==> src/rtl/polirv_pkg.sv <==
// Shared definitions for the memory arbiter: data widths, FSM states and
// the identity of the port that owns the shared memory.
package polirv_pkg;

  localparam int XLEN = 64;
  localparam int ILEN = 32;

  typedef enum logic [1:0] {
    ST_IDLE    = 2'd0,
    ST_GRANT_I = 2'd1,
    ST_GRANT_D = 2'd2
  } arb_state_e;

  typedef enum logic {
    GNT_I = 1'b0,
    GNT_D = 1'b1
  } grant_e;

endpackage

==> src/rtl/mem_arb_rr.sv <==
// Round-robin decision between the instruction and data ports. Remembers
// which port was granted last and prefers the other one on a conflict.
module mem_arb_rr
  import polirv_pkg::*;
(
  input  logic   clk,
  input  logic   rst,
  input  logic   i_inst_req,
  input  logic   i_data_req,
  input  logic   i_take,
  output logic   o_any,
  output grant_e o_winner
);

  grant_e r_last;

  // Winner selection: a lone request wins, a conflict goes to the port not granted last.
  always_comb begin
    // NOTE: every output of a combinational block gets a default first so no path leaves it unassigned and infers a latch.
    o_any    = i_inst_req | i_data_req;
    o_winner = GNT_I;
    if (i_inst_req && i_data_req) begin
      o_winner = (r_last == GNT_D) ? GNT_I : GNT_D;
    end else if (i_data_req) begin
      o_winner = GNT_D;
    end
  end

  // Last-grant history, starting as "data" so instruction wins the first conflict.
  always_ff @(posedge clk or posedge rst) begin
    // NOTE: clocked state uses non-blocking assignments so every register samples pre-edge values.
    if (rst) begin
      r_last <= GNT_D;
    end else if (i_take) begin
      r_last <= o_winner;
    end
  end

endmodule

==> src/rtl/mem_arbiter.sv <==
// Arbiter sharing one fixed-latency memory between an instruction fetch port
// (32-bit words) and a data port (64-bit reads and writes). One transaction
// is in flight at a time; each lasts MEM_LAT cycles plus one ack cycle.
module mem_arbiter
  import polirv_pkg::*;
#(
  parameter int ADDR_BITS = 6,
  parameter int MEM_LAT   = 1
) (
  input  logic                 clk,
  input  logic                 rst,
  input  logic                 i_req,
  input  logic [ADDR_BITS-1:0] i_addr,
  output logic [ILEN-1:0]      i_rdata,
  output logic                 i_ack,
  input  logic                 d_req,
  input  logic                 d_we,
  input  logic [ADDR_BITS-1:0] d_addr,
  input  logic [XLEN-1:0]      d_wdata,
  output logic [XLEN-1:0]      d_rdata,
  output logic                 d_ack,
  output logic [ADDR_BITS-1:0] m_addr,
  output logic                 m_we,
  output logic [XLEN-1:0]      m_wdata,
  input  logic [XLEN-1:0]      m_rdata,
  output logic                 busy
);

  // Counter value in the final grant cycle.
  localparam logic [2:0] LAST_CNT = 3'(MEM_LAT - 1);

  arb_state_e           r_state;
  arb_state_e           w_next_state;
  logic [2:0]           r_cnt;
  logic [ADDR_BITS-1:0] r_addr;
  logic                 r_we;
  logic [XLEN-1:0]      r_wdata;
  logic                 r_i_hi;
  logic                 r_i_ack;
  logic                 r_d_ack;
  logic [ILEN-1:0]      r_i_rdata;
  logic [XLEN-1:0]      r_d_rdata;
  logic                 w_any;
  grant_e               w_winner;
  logic                 w_idle;
  logic                 w_take;
  logic                 w_done;
  logic                 w_unused;

  mem_arb_rr u_rr (
    .clk        (clk),
    .rst        (rst),
    .i_inst_req (i_req),
    .i_data_req (d_req),
    .i_take     (w_take),
    .o_any      (w_any),
    .o_winner   (w_winner)
  );

  assign w_idle = (r_state == ST_IDLE);
  assign w_take = w_idle && w_any;
  assign w_done = !w_idle && (r_cnt == LAST_CNT);

  // Sub-word address bits never reach the memory.
  assign w_unused = ^{i_addr[1:0], d_addr[2:0]};

  // FSM state register.
  always_ff @(posedge clk or posedge rst) begin
    if (rst) begin
      r_state <= ST_IDLE;
    end else begin
      r_state <= w_next_state;
    end
  end

  // Next state, busy flag and the single-cycle write strobe.
  always_comb begin
    w_next_state = r_state;
    busy         = !w_idle;
    m_we         = 1'b0;
    case (r_state)
      ST_IDLE: begin
        if (w_any) begin
          w_next_state = (w_winner == GNT_D) ? ST_GRANT_D : ST_GRANT_I;
        end
      end
      ST_GRANT_I: begin
        if (w_done) w_next_state = ST_IDLE;
      end
      ST_GRANT_D: begin
        m_we = r_we && (r_cnt == 3'd0);
        if (w_done) w_next_state = ST_IDLE;
      end
      default: w_next_state = ST_IDLE;
    endcase
  end

  // Grant-cycle counter: zero while idle, counts up through the grant.
  always_ff @(posedge clk or posedge rst) begin
    if (rst) begin
      r_cnt <= 3'd0;
    end else if (w_idle || w_done) begin
      r_cnt <= 3'd0;
    end else begin
      r_cnt <= r_cnt + 3'd1;
    end
  end

  // Capture the winner's request; these values drive the memory for the whole grant.
  always_ff @(posedge clk or posedge rst) begin
    if (rst) begin
      r_addr  <= '0;
      r_we    <= 1'b0;
      r_wdata <= '0;
      r_i_hi  <= 1'b0;
    end else if (w_take) begin
      if (w_winner == GNT_D) begin
        r_addr  <= {d_addr[ADDR_BITS-1:3], 3'b000};
        r_we    <= d_we;
        r_wdata <= d_wdata;
      end else begin
        r_addr  <= {i_addr[ADDR_BITS-1:3], 3'b000};
        r_we    <= 1'b0;
        r_i_hi  <= i_addr[2];
      end
    end
  end

  // Register read data and raise the matching ack as the grant ends.
  always_ff @(posedge clk or posedge rst) begin
    if (rst) begin
      r_i_ack   <= 1'b0;
      r_d_ack   <= 1'b0;
      r_i_rdata <= '0;
      r_d_rdata <= '0;
    end else begin
      r_i_ack <= w_done && (r_state == ST_GRANT_I);
      r_d_ack <= w_done && (r_state == ST_GRANT_D);
      if (w_done && (r_state == ST_GRANT_I)) begin
        r_i_rdata <= r_i_hi ? m_rdata[XLEN-1:ILEN] : m_rdata[ILEN-1:0];
      end
      if (w_done && (r_state == ST_GRANT_D) && !r_we) begin
        r_d_rdata <= m_rdata;
      end
    end
  end

  assign m_addr  = r_addr;
  assign m_wdata = r_wdata;
  assign i_ack   = r_i_ack;
  assign d_ack   = r_d_ack;
  assign i_rdata = r_i_rdata;
  assign d_rdata = r_d_rdata;

endmodule

==> config.mk <==
export PLATFORM = sky130hd
export DESIGN_NAME = mem_arbiter
export DESIGN_NICKNAME = d
export VERILOG_FILES = /design/src/rtl/polirv_pkg.sv /design/src/rtl/mem_arb_rr.sv /design/src/rtl/mem_arbiter.sv
export SDC_FILE = /design/constraint.sdc
export NUM_CORES = 1
export LEC_CHECK = 0
export BUFFER_PORTS_ARGS = -buffer_cell sky130_fd_sc_hd__buf_2
export CAP_MARGIN = 20
export CORE_MARGIN = 3
export CORE_UTILIZATION = 42
export CTS_CLUSTER_DIAMETER = 200
export DETAILED_ROUTE_END_ITERATION = 7
export PLACE_DENSITY_LB_ADDON = 0.3
export SETUP_SLACK_MARGIN = 0.2
export SYNTH_ARGS = -nofsm -noshare
export SYNTH_HDL_FRONTEND = slang
export SYNTH_HIERARCHICAL = 1
export SYNTH_SLANG_ARGS = --single-unit
==> constraint.sdc <==
create_clock -name clk -period 5 [get_ports clk]
set_input_delay 0.25 -clock clk [delete_from_list [all_inputs] [get_ports clk]]
set_output_delay 0.25 -clock clk [all_outputs]
set_load 0.005 [all_outputs]
Word-level counts from Yosys, hierarchy flattened:

Cells that the tools add are included.

* register bits after elaboration: 176
* input port bits: 145
* output and inout bits: 170

* add/subtract/negate cells: 1
* eq/ne operators: 4
* mux-type cells: 12
* bitwise operators: 2
* reduce and logical (&&, ||, !) cells: 16

Operators with widths (number)
* $mux 32: 1
* $logic_and 1x1->1: 7
* $mux 2: 3
* $mux 6: 1
* $reduce_and 2->1: 3
* $mux 1: 5
* $pmux 2 s2: 1
* $add 3x1->3 const B: 1
* $logic_not 3->1: 1
* $mux 3: 1
* $eq 2x1->1 const B: 1
* $eq 2x2->1 const B: 1
* $logic_not 1->1: 2
* $logic_not 2->1: 1
* $ne 2x1->1 const B: 1
* $ne 2x2->1 const B: 1
* $reduce_or 2->1: 1
* $logic_or 1x1->1: 1
* $not 1->1: 1
* $or 1x1->1: 1

Longest topological paths before layout:

Gate-level depths: netlist of run 1.

* depth after elaboration: 5
* mapped depth: 8
* depth with buffers taken out: 5

Modules after synthesis:

Netlist of run 1, hierarchy kept.

Modules (own cells, without submodules)
* mem_arbiter: times used 1, cells an instance 472, area each 6839.1 µm², seq. area each 4304.1 µm²
* mem_arb_rr: times used 1, cells an instance 5, area each 62.6 µm², seq. area each 26.3 µm²

Worst setup path after synthesis of run 1:

Ideal clock, no wire load.

* kind: reg2reg
* from: reg r_state[0]
* to: reg r_d_rdata[0] (netlist: d_rdata[0])
* arrival: 1812 ps
* slack: 3060 ps
* cell stages (with the launch flop): 7
* clock period less this slack: 1940 ps
* cells stage by stage: dfrtp_1 -> inv_1 -> ha_1 -> buf_2 -> nor4_4 -> buf_6 -> mux2_1

* cells in the longest elaborated chain, start to end: 5

RTL lines
* from (decl): line mem_arbiter.sv:32 `arb_state_e r_state;`
* from (signal assigned): line mem_arbiter.sv:72 `r_state <= w_next_state;`
* $logic_not 2->1: line mem_arbiter.sv:60 `assign w_idle = (r_state == ST_IDLE);`
* $logic_not 1->1: line mem_arbiter.sv:62 `assign w_done = !w_idle && (r_cnt == LAST_CNT);`
* $logic_and 1x1->1: line mem_arbiter.sv:62
* $logic_and 1x1->1 * (2 in series): line mem_arbiter.sv:142 `if (w_done && (r_state == ST_GRANT_D) && !r_we) begin`
* to (signal assigned): line mem_arbiter.sv:143 `r_d_rdata <= m_rdata;`
* to (decl): line mem_arbiter.sv:42 `logic [XLEN-1:0] r_d_rdata;`

Every way passes the cells marked *; elsewhere a longest branch is shown, timed or not.
A chain may end at the register's enable or synchronous reset.

Final worst setup path of run 1:

* from: reg r_state[0]
* to: reg r_i_rdata[27] (netlist: i_rdata[27])

* cells in the longest elaborated chain, start to end: 4

RTL lines
* $logic_not 2->1: line mem_arbiter.sv:60
* $logic_not 1->1: line mem_arbiter.sv:62
* $logic_and 1x1->1: line mem_arbiter.sv:62
* $logic_and 1x1->1 *: line mem_arbiter.sv:139 `if (w_done && (r_state == ST_GRANT_I)) begin`
* to (signal assigned): line mem_arbiter.sv:140 `r_i_rdata <= r_i_hi ? m_rdata[XLEN-1:ILEN] : m_rdata[ILEN-1:0];`
* to (decl): line mem_arbiter.sv:41 `logic [ILEN-1:0] r_i_rdata;`

Marks and branches as above.

==> flow_metrics.tcl, run 1 <==
set metrics [dict create \
    ir_worst_vdd_mv 0.3183 \
    n_antenna_cell 0 \
    rows 46 \
    core_area_um2 16000 \
    syn_area_um2 6902 \
    cp_max_fo 55 \
    drtIter0Drc 161 \
    ctsResizeCount 0 \
    p_per_area_nw_per_um2 622.8 \
    area_growth_pct 34.06 \
    final_cell_mix "306 x buf_2, 171 x dfrtp_1, 69 x mux2_2" \
    die_w_um 134.2 \
    n_fill_cell 1335 \
    clk_path_buf_depth 2 \
    initial_core_util_pct 43.13 \
    cp-start-kind "flop" \
    fin_setup_tns_ps 0 \
    io_buffers 306 \
    place_hpwl_um 13010 \
    antenna_found_initial 0 \
    cellLeakagePower_uw 0.004586 \
    fin_nets 931 \
    avgSynthCellArea_um2 14.47 \
    grt_overflow 0 \
    synth-seq-area-share_pct 62.74 \
    postLayoutCellArea_um2 9253 \
    cp-end-kind "flop" \
    cts.sinks 173 \
    clkPwrFrac_pct 23.1 \
    ys_seq_elements 173 \
    synth_cells 477 \
    post_drt_wl_per_cell_um 17.24 \
    cts_root_buffer "clkbuf_16" \
    netSwitchingFraction_pct 31.52 \
    drc 0 \
    worstSkewPairLatency_ps 410 \
    outcome "complete, no violations" \
    layout_commonest_cell "buf_2" \
    gp_congestion 0.7502 \
    htreeDepth 4 \
    die_area_um2 18010 \
    slew_viol_final 0 \
    first_global_vias 5235 \
    post_cts_buffers 0 \
    worstPathRequired_ps 5330 \
    relSlewSlack_pct 38.62 \
    crit_type "flop to flop" \
    grt_usage_pct 19.33 \
    maxCapViolCount 0 \
    p_sw_uw 1816 \
    max_freq_mhz 405.0 \
    drt-total-wl_um 17420 \
    fin_crit_ps 2469 \
    drt.antenna.violating_nets 0 \
    ff2ff_path_depth 6 \
    grt_max_degree 86 \
    io_pins 315 \
    p_seq_share_pct 42.1 \
    worst_pin_slew_ps 920.6 \
    combinationalPowerShare_pct 34.8 \
    min_period_over_period_pct 49.38 \
    rsz0062_at_grt "false" \
    hp-class "input port to flop" \
    regToRegSetupSlack_ps 2530 \
    whs_path_depth 2 \
    hold_viol_final 0 \
    setup_viol 0 \
    vias 4939 \
    power.internal_uw 3946 \
    die_h_um 134.2 \
    cts_tree "yes" \
    clock_skew_ps 5.127 \
    firstDrtPassIters 4 \
    numCtsBuffers 17 \
    synth.distinct_cells 30 \
    via_per_inst 4.890 \
    grt_pass1_wl_um 27390 \
    worstPathArrival_ps 2800 \
    final_layout_size_suffix_gt1_share_pct 53.27 \
    cts.reportedPaths.clkPinSlew_ps 70 \
    placed_area_um2 8592 \
    synth_warnings 6 \
]
-- flip-flops by register name, indices dropped and copies added (netlist names) --
register     flops
r_state          2
d_ack            1
d_rdata         64
m_addr           3
m_wdata         64
i_rdata         32
r_cnt            3
r_we             1
i_ack            1
u_rr/r_last      1
r_i_hi           1
-- synthesized netlist by cell type, drive strengths merged --
| cell type | instances | area [µm²] |
|---|---|---|
| conb | 1 | 3.750 |
| a21boi | 1 | 11.26 |
| a2bb2oi | 1 | 8.760 |
| nor4bb | 1 | 10.01 |
| or3b | 1 | 8.760 |
| mux2i | 36 | 360.4 |
| mux2 | 130 | 1468 |
| nor3b | 2 | 15.01 |
| buf | 26 | 170.2 |
| nor3 | 2 | 10.01 |
| inv | 8 | 30.03 |
| or2 | 1 | 6.260 |
| o22ai | 1 | 6.260 |
| nor2 | 35 | 131.4 |
| clkbuf | 5 | 18.77 |
| a21oi | 32 | 160.2 |
| nand3 | 1 | 5.000 |
| ha | 5 | 62.56 |
| nand2 | 7 | 26.28 |
| dfstp | 1 | 26.28 |
| o21ai | 5 | 25.02 |
| nor4 | 1 | 21.27 |
| nor2b | 1 | 6.260 |
| or3 | 1 | 6.260 |
| dfrtp | 172 | 4304 |
-- worst max-delay path, cell delays in order, from the launching register on --
cell      delay, ps
dfrtp_1         350
inv_1            70
ha_1            370
nor4bb_4        720
buf_4           580
nor2_1          110
a21oi_1         150
-- power groups by stage --
stage	clock network, µW	logic (µW)	registers (µW)
3_3_place_gp	0	1920	2460
2_1_floorplan	0	996	2470
6_report	1330	2010	2430
5_1_grt	1420	2210	2510
4_1_cts	1360	1990	2490
3_5_place_dp	0	1980	2500
-- per-layer routing --
layer	track usage [%]	part of all wire (%)	vias up
li1	-	-	2265
met4	5.486	1.6	0
met3	8.290	10	19
met1	22.29	39	2439
met2	33.02	50	216
met5	0	0	-
-- repair_timing --
action / CTS / global route
hold buffers: 1 / 0
endpoints found under the setup margin: 0 / 0
hold endpoints to repair: 23 / 0
-- cell type report --
type	count	area, µm²	area share [%]
clock inverters	12	136.4	1.474
well taps	216	270.3	2.921
flip-flops and latches	173	4332	46.82
multi-input cells	267	2387	25.80
repair buffers	314	1627	17.58
clock buffers	20	466.7	5.044
inverters	8	33.78	0.3651
-- cells by family (layout without fill, tap and decap cells) --
kind of cell               after synthesis  in the layout  share of synthesized area (%)
DFF                                    173            173                          62.74
buffers and inverters                   39            354                          3.172
adders and majority gates                5              5                         0.9065
muxes                                  166            166                          26.49
and+or+nand+nor                         53             53                          3.572
other                                    1              3                        0.05434
AOI/OAI and AO/OA                       40             40                          3.064
-- stage by stage --
stage	hold slack, ps	setup WS (ps)	power [µW]	util (%)	cells
5_1_grt	38.91	2310	6143	57.83	1010
4_1_cts	38.41	2467	5837	57.53	1008
2_1_floorplan	139.7	2553	3462	-	479
3_5_place_dp	283.1	2524	4483	53.70	975
6_report	60.98	2531	5762	57.83	1010
3_3_place_gp	275.9	2597	4378	53.70	975
-- worst paths after layout --
check | end | from
max reg2reg | i_rdata[27] | r_state[0]
min reg2reg | d_rdata[11] | d_rdata[11]
min | m_wdata[46] | d_wdata[46]
max in group asynchronous | d_rdata[9] | rst
min in group asynchronous | u_rr/r_last | rst
max | i_rdata[27] | r_state[0]
(Power assumes the default switching activity.)
==> inputs of run 2 (changes only) <==
--- a/config.mk
+++ b/config.mk
@@ -8,7 +8,7 @@
 export BUFFER_PORTS_ARGS = -buffer_cell sky130_fd_sc_hd__buf_2
 export CAP_MARGIN = 20
 export CORE_MARGIN = 3
-export CORE_UTILIZATION = 42
+export CORE_UTILIZATION = 47
 export CTS_CLUSTER_DIAMETER = 200
 export DETAILED_ROUTE_END_ITERATION = 7
 export PLACE_DENSITY_LB_ADDON = 0.3
==> constraint.sdc (replaced) <==
create_clock -name clk -period 2.6 [get_ports clk]
set_input_delay 0.13 -clock clk [delete_from_list [all_inputs] [get_ports clk]]
set_output_delay 0.13 -clock clk [all_outputs]
set_load 0.005 [all_outputs]
==> run 2 against run 1 <==
Net effect:
- total power rose by 100%
- die area fell by 10%
- final cell count rose by 9.7%
- critical path type unchanged
- cell area rose by 14%
- critical path depth fell by 1
- critical endpoint is now m_wdata[25]
- global-route usage rose by 7.1 points
- count of clock-buffer cells in the layout rose by 2
- core utilization rose by 17 points
- non-clock buffer count rose by 137
- sequential share of layout area fell by 5.8 points
- clock skew rose by 0.79 ps
==> flow_metrics.tcl, run 2 (synthesis results as in run 1) <==
set metrics [dict create \
    outcome "complete, no violations" \
    rows 43 \
    grt_max_degree 83 \
    firstDrtPassIters 4 \
    cts_tree "yes" \
    initial_core_util_pct 48.96 \
    hp-class "input port to flop" \
    slew_viol_final 0 \
    setup_viol 0 \
    die_h_um 127.2 \
    antenna_found_initial 0 \
    dpl.cell_count 945 \
    area_growth_pct 52.99 \
    path_cells "inv_1 -> ha_1 -> nand3_4 -> buf_4 -> mux2_2" \
    fin_setup_tns_ps 0 \
    worst_pin_slew_ps 973.3 \
    cts.reportedPaths.clkPinSlew_ps 60 \
    drt.antenna.violating_nets 0 \
    cp-end-kind "flop" \
    die_w_um 127.2 \
    p_per_area_nw_per_um2 1089 \
    grt_pass1_wl_um 33260 \
    layout_commonest_cell "buf_2" \
    cp_max_fo 23 \
    final_layout_size_suffix_gt1_share_pct 45.47 \
    post_drt_wl_per_cell_um 19.16 \
    fin_crit_ps 2136 \
    core_area_um2 14100 \
    worstPathRequired_ps 2890 \
    first_global_vias 6282 \
    final_util_pct 74.91 \
    cts.sinks 173 \
    grt_overflow 0 \
    cts_root_buffer "clkbuf_16" \
    grt_usage_pct 26.41 \
    cp_slowest_stage_delay_ps 490 \
    fin_nets 1068 \
    min_period_over_period_pct 82.16 \
    vias 5620 \
    gp_congestion 0.8159 \
    worstPathArrival_ps 2430 \
    place_hpwl_um 13050 \
    cp_slowest_cell "ha_1" \
    ctsResizeCount 0 \
    crit_type "flop to flop" \
    ir_worst_vdd_mv 0.5971 \
    cp-start-kind "flop" \
    fin_cells 1108 \
    drtIter0Drc 204 \
    cellLeakagePower_uw 0.005164 \
    final_cell_mix "306 x buf_2, 171 x dfrtp_1, 134 x dlygate4sd3_1" \
    clk_path_buf_depth 2 \
    io_buffers 306 \
    grt_use_met3_pct 6.982 \
    rsz0062_at_grt "false" \
    cts_hold_buf 134 \
    maxCapViolCount 0 \
    drc 0 \
    clock_skew_ps 5.921 \
    post_cts_buffers 0 \
    hold_viol_final 0 \
    grt_busiest_layer "met2" \
    finalPower_uw 11500 \
    io_pins 315 \
    n_antenna_cell 0 \
    path_delay_family "adder cells" \
    met2_usage_pct 47.29 \
    die_area_um2 16170 \
    relSlewSlack_pct 35.12 \
    max_freq_mhz 468.1 \
    critPathBufInv 2 \
    drt-total-wl_um 21230 \
    numCtsBuffers 17 \
    met1_usage_pct 29.64 \
    htreeDepth 4 \
    via_per_inst 5.072 \
    worstSkewPairLatency_ps 410 \
]
[run 2: changes by cell type in the layout (fill, tap and decap cells not counted)]
cell / change
clkbuf_1: +2
bufinv_16: +1
clkinv_2: +1
dlygate4sd3_1: +133
buf_12: +2
clkinv_4: -2
inv_6: -2
clkinvlp_4: -3
buf_4: +3
buf_16: -1
[run 2: layout make-up]
class	instances	area (µm²)
Sequential cell	173	4332
Tap cell	180	225.2
Multi-Input combinational cell	267	2387
Clock buffer	22	474.2
Clock inverter	7	113.9
Inverter	8	33.78
Timing Repair Buffer	451	2993
Fill cell	831	3537
[run 2: power by group]
group / total, µW / leakage, µW / internal (µW) / switching (µW)
Clock: 2550 / 0.000292 / 1570 / 976
Sequential: 4840 / 0.00203 / 4000 / 838
Combinational: 4120 / 0.00284 / 2250 / 1870
[run 2: metrics by stage]
step	hold WS, ps	setup slack, ps	instance area (µm²)
final	13.01	463.8	10560
after global routing	30.50	319.8	10560
after CTS	0.8254	462.8	10560
after detailed placement	166.8	477.0	8630
after global placement	158.5	550.9	8630
after floorplan	19.70	273.3	6913
[run 2: final timing paths]
path,start,to,slack [ps],cells past startpoint
setup reg to reg,r_state[1],m_wdata[25],460,5
hold reg to reg,d_rdata[62],d_rdata[62],480,1
hold / removal,m_rdata[62],d_rdata[62],10,2
setup / recovery,r_state[1],m_wdata[25],460,5
max in group asynchronous,rst,r_i_hi,1590,4
min in group asynchronous,rst,u_rr/r_last,300,3
[run 2: per-layer routing]
| metal | share of wire (%) | up-vias |
|---|---|---|
| li1 | - | 2531 |
| met1 | 38 | 2765 |
| met2 | 51 | 274 |
| met3 | 7.4 | 50 |
| met4 | 3.7 | 0 |
| met5 | 0 | - |
[run 2: worst register-to-register path: cells and delay by family (launching register included)]
family	cells	cell delay, ps
fa+ha+maj	1	490
buf+inv	2	470
flops	1	380
mux	1	300
simple gates	1	380
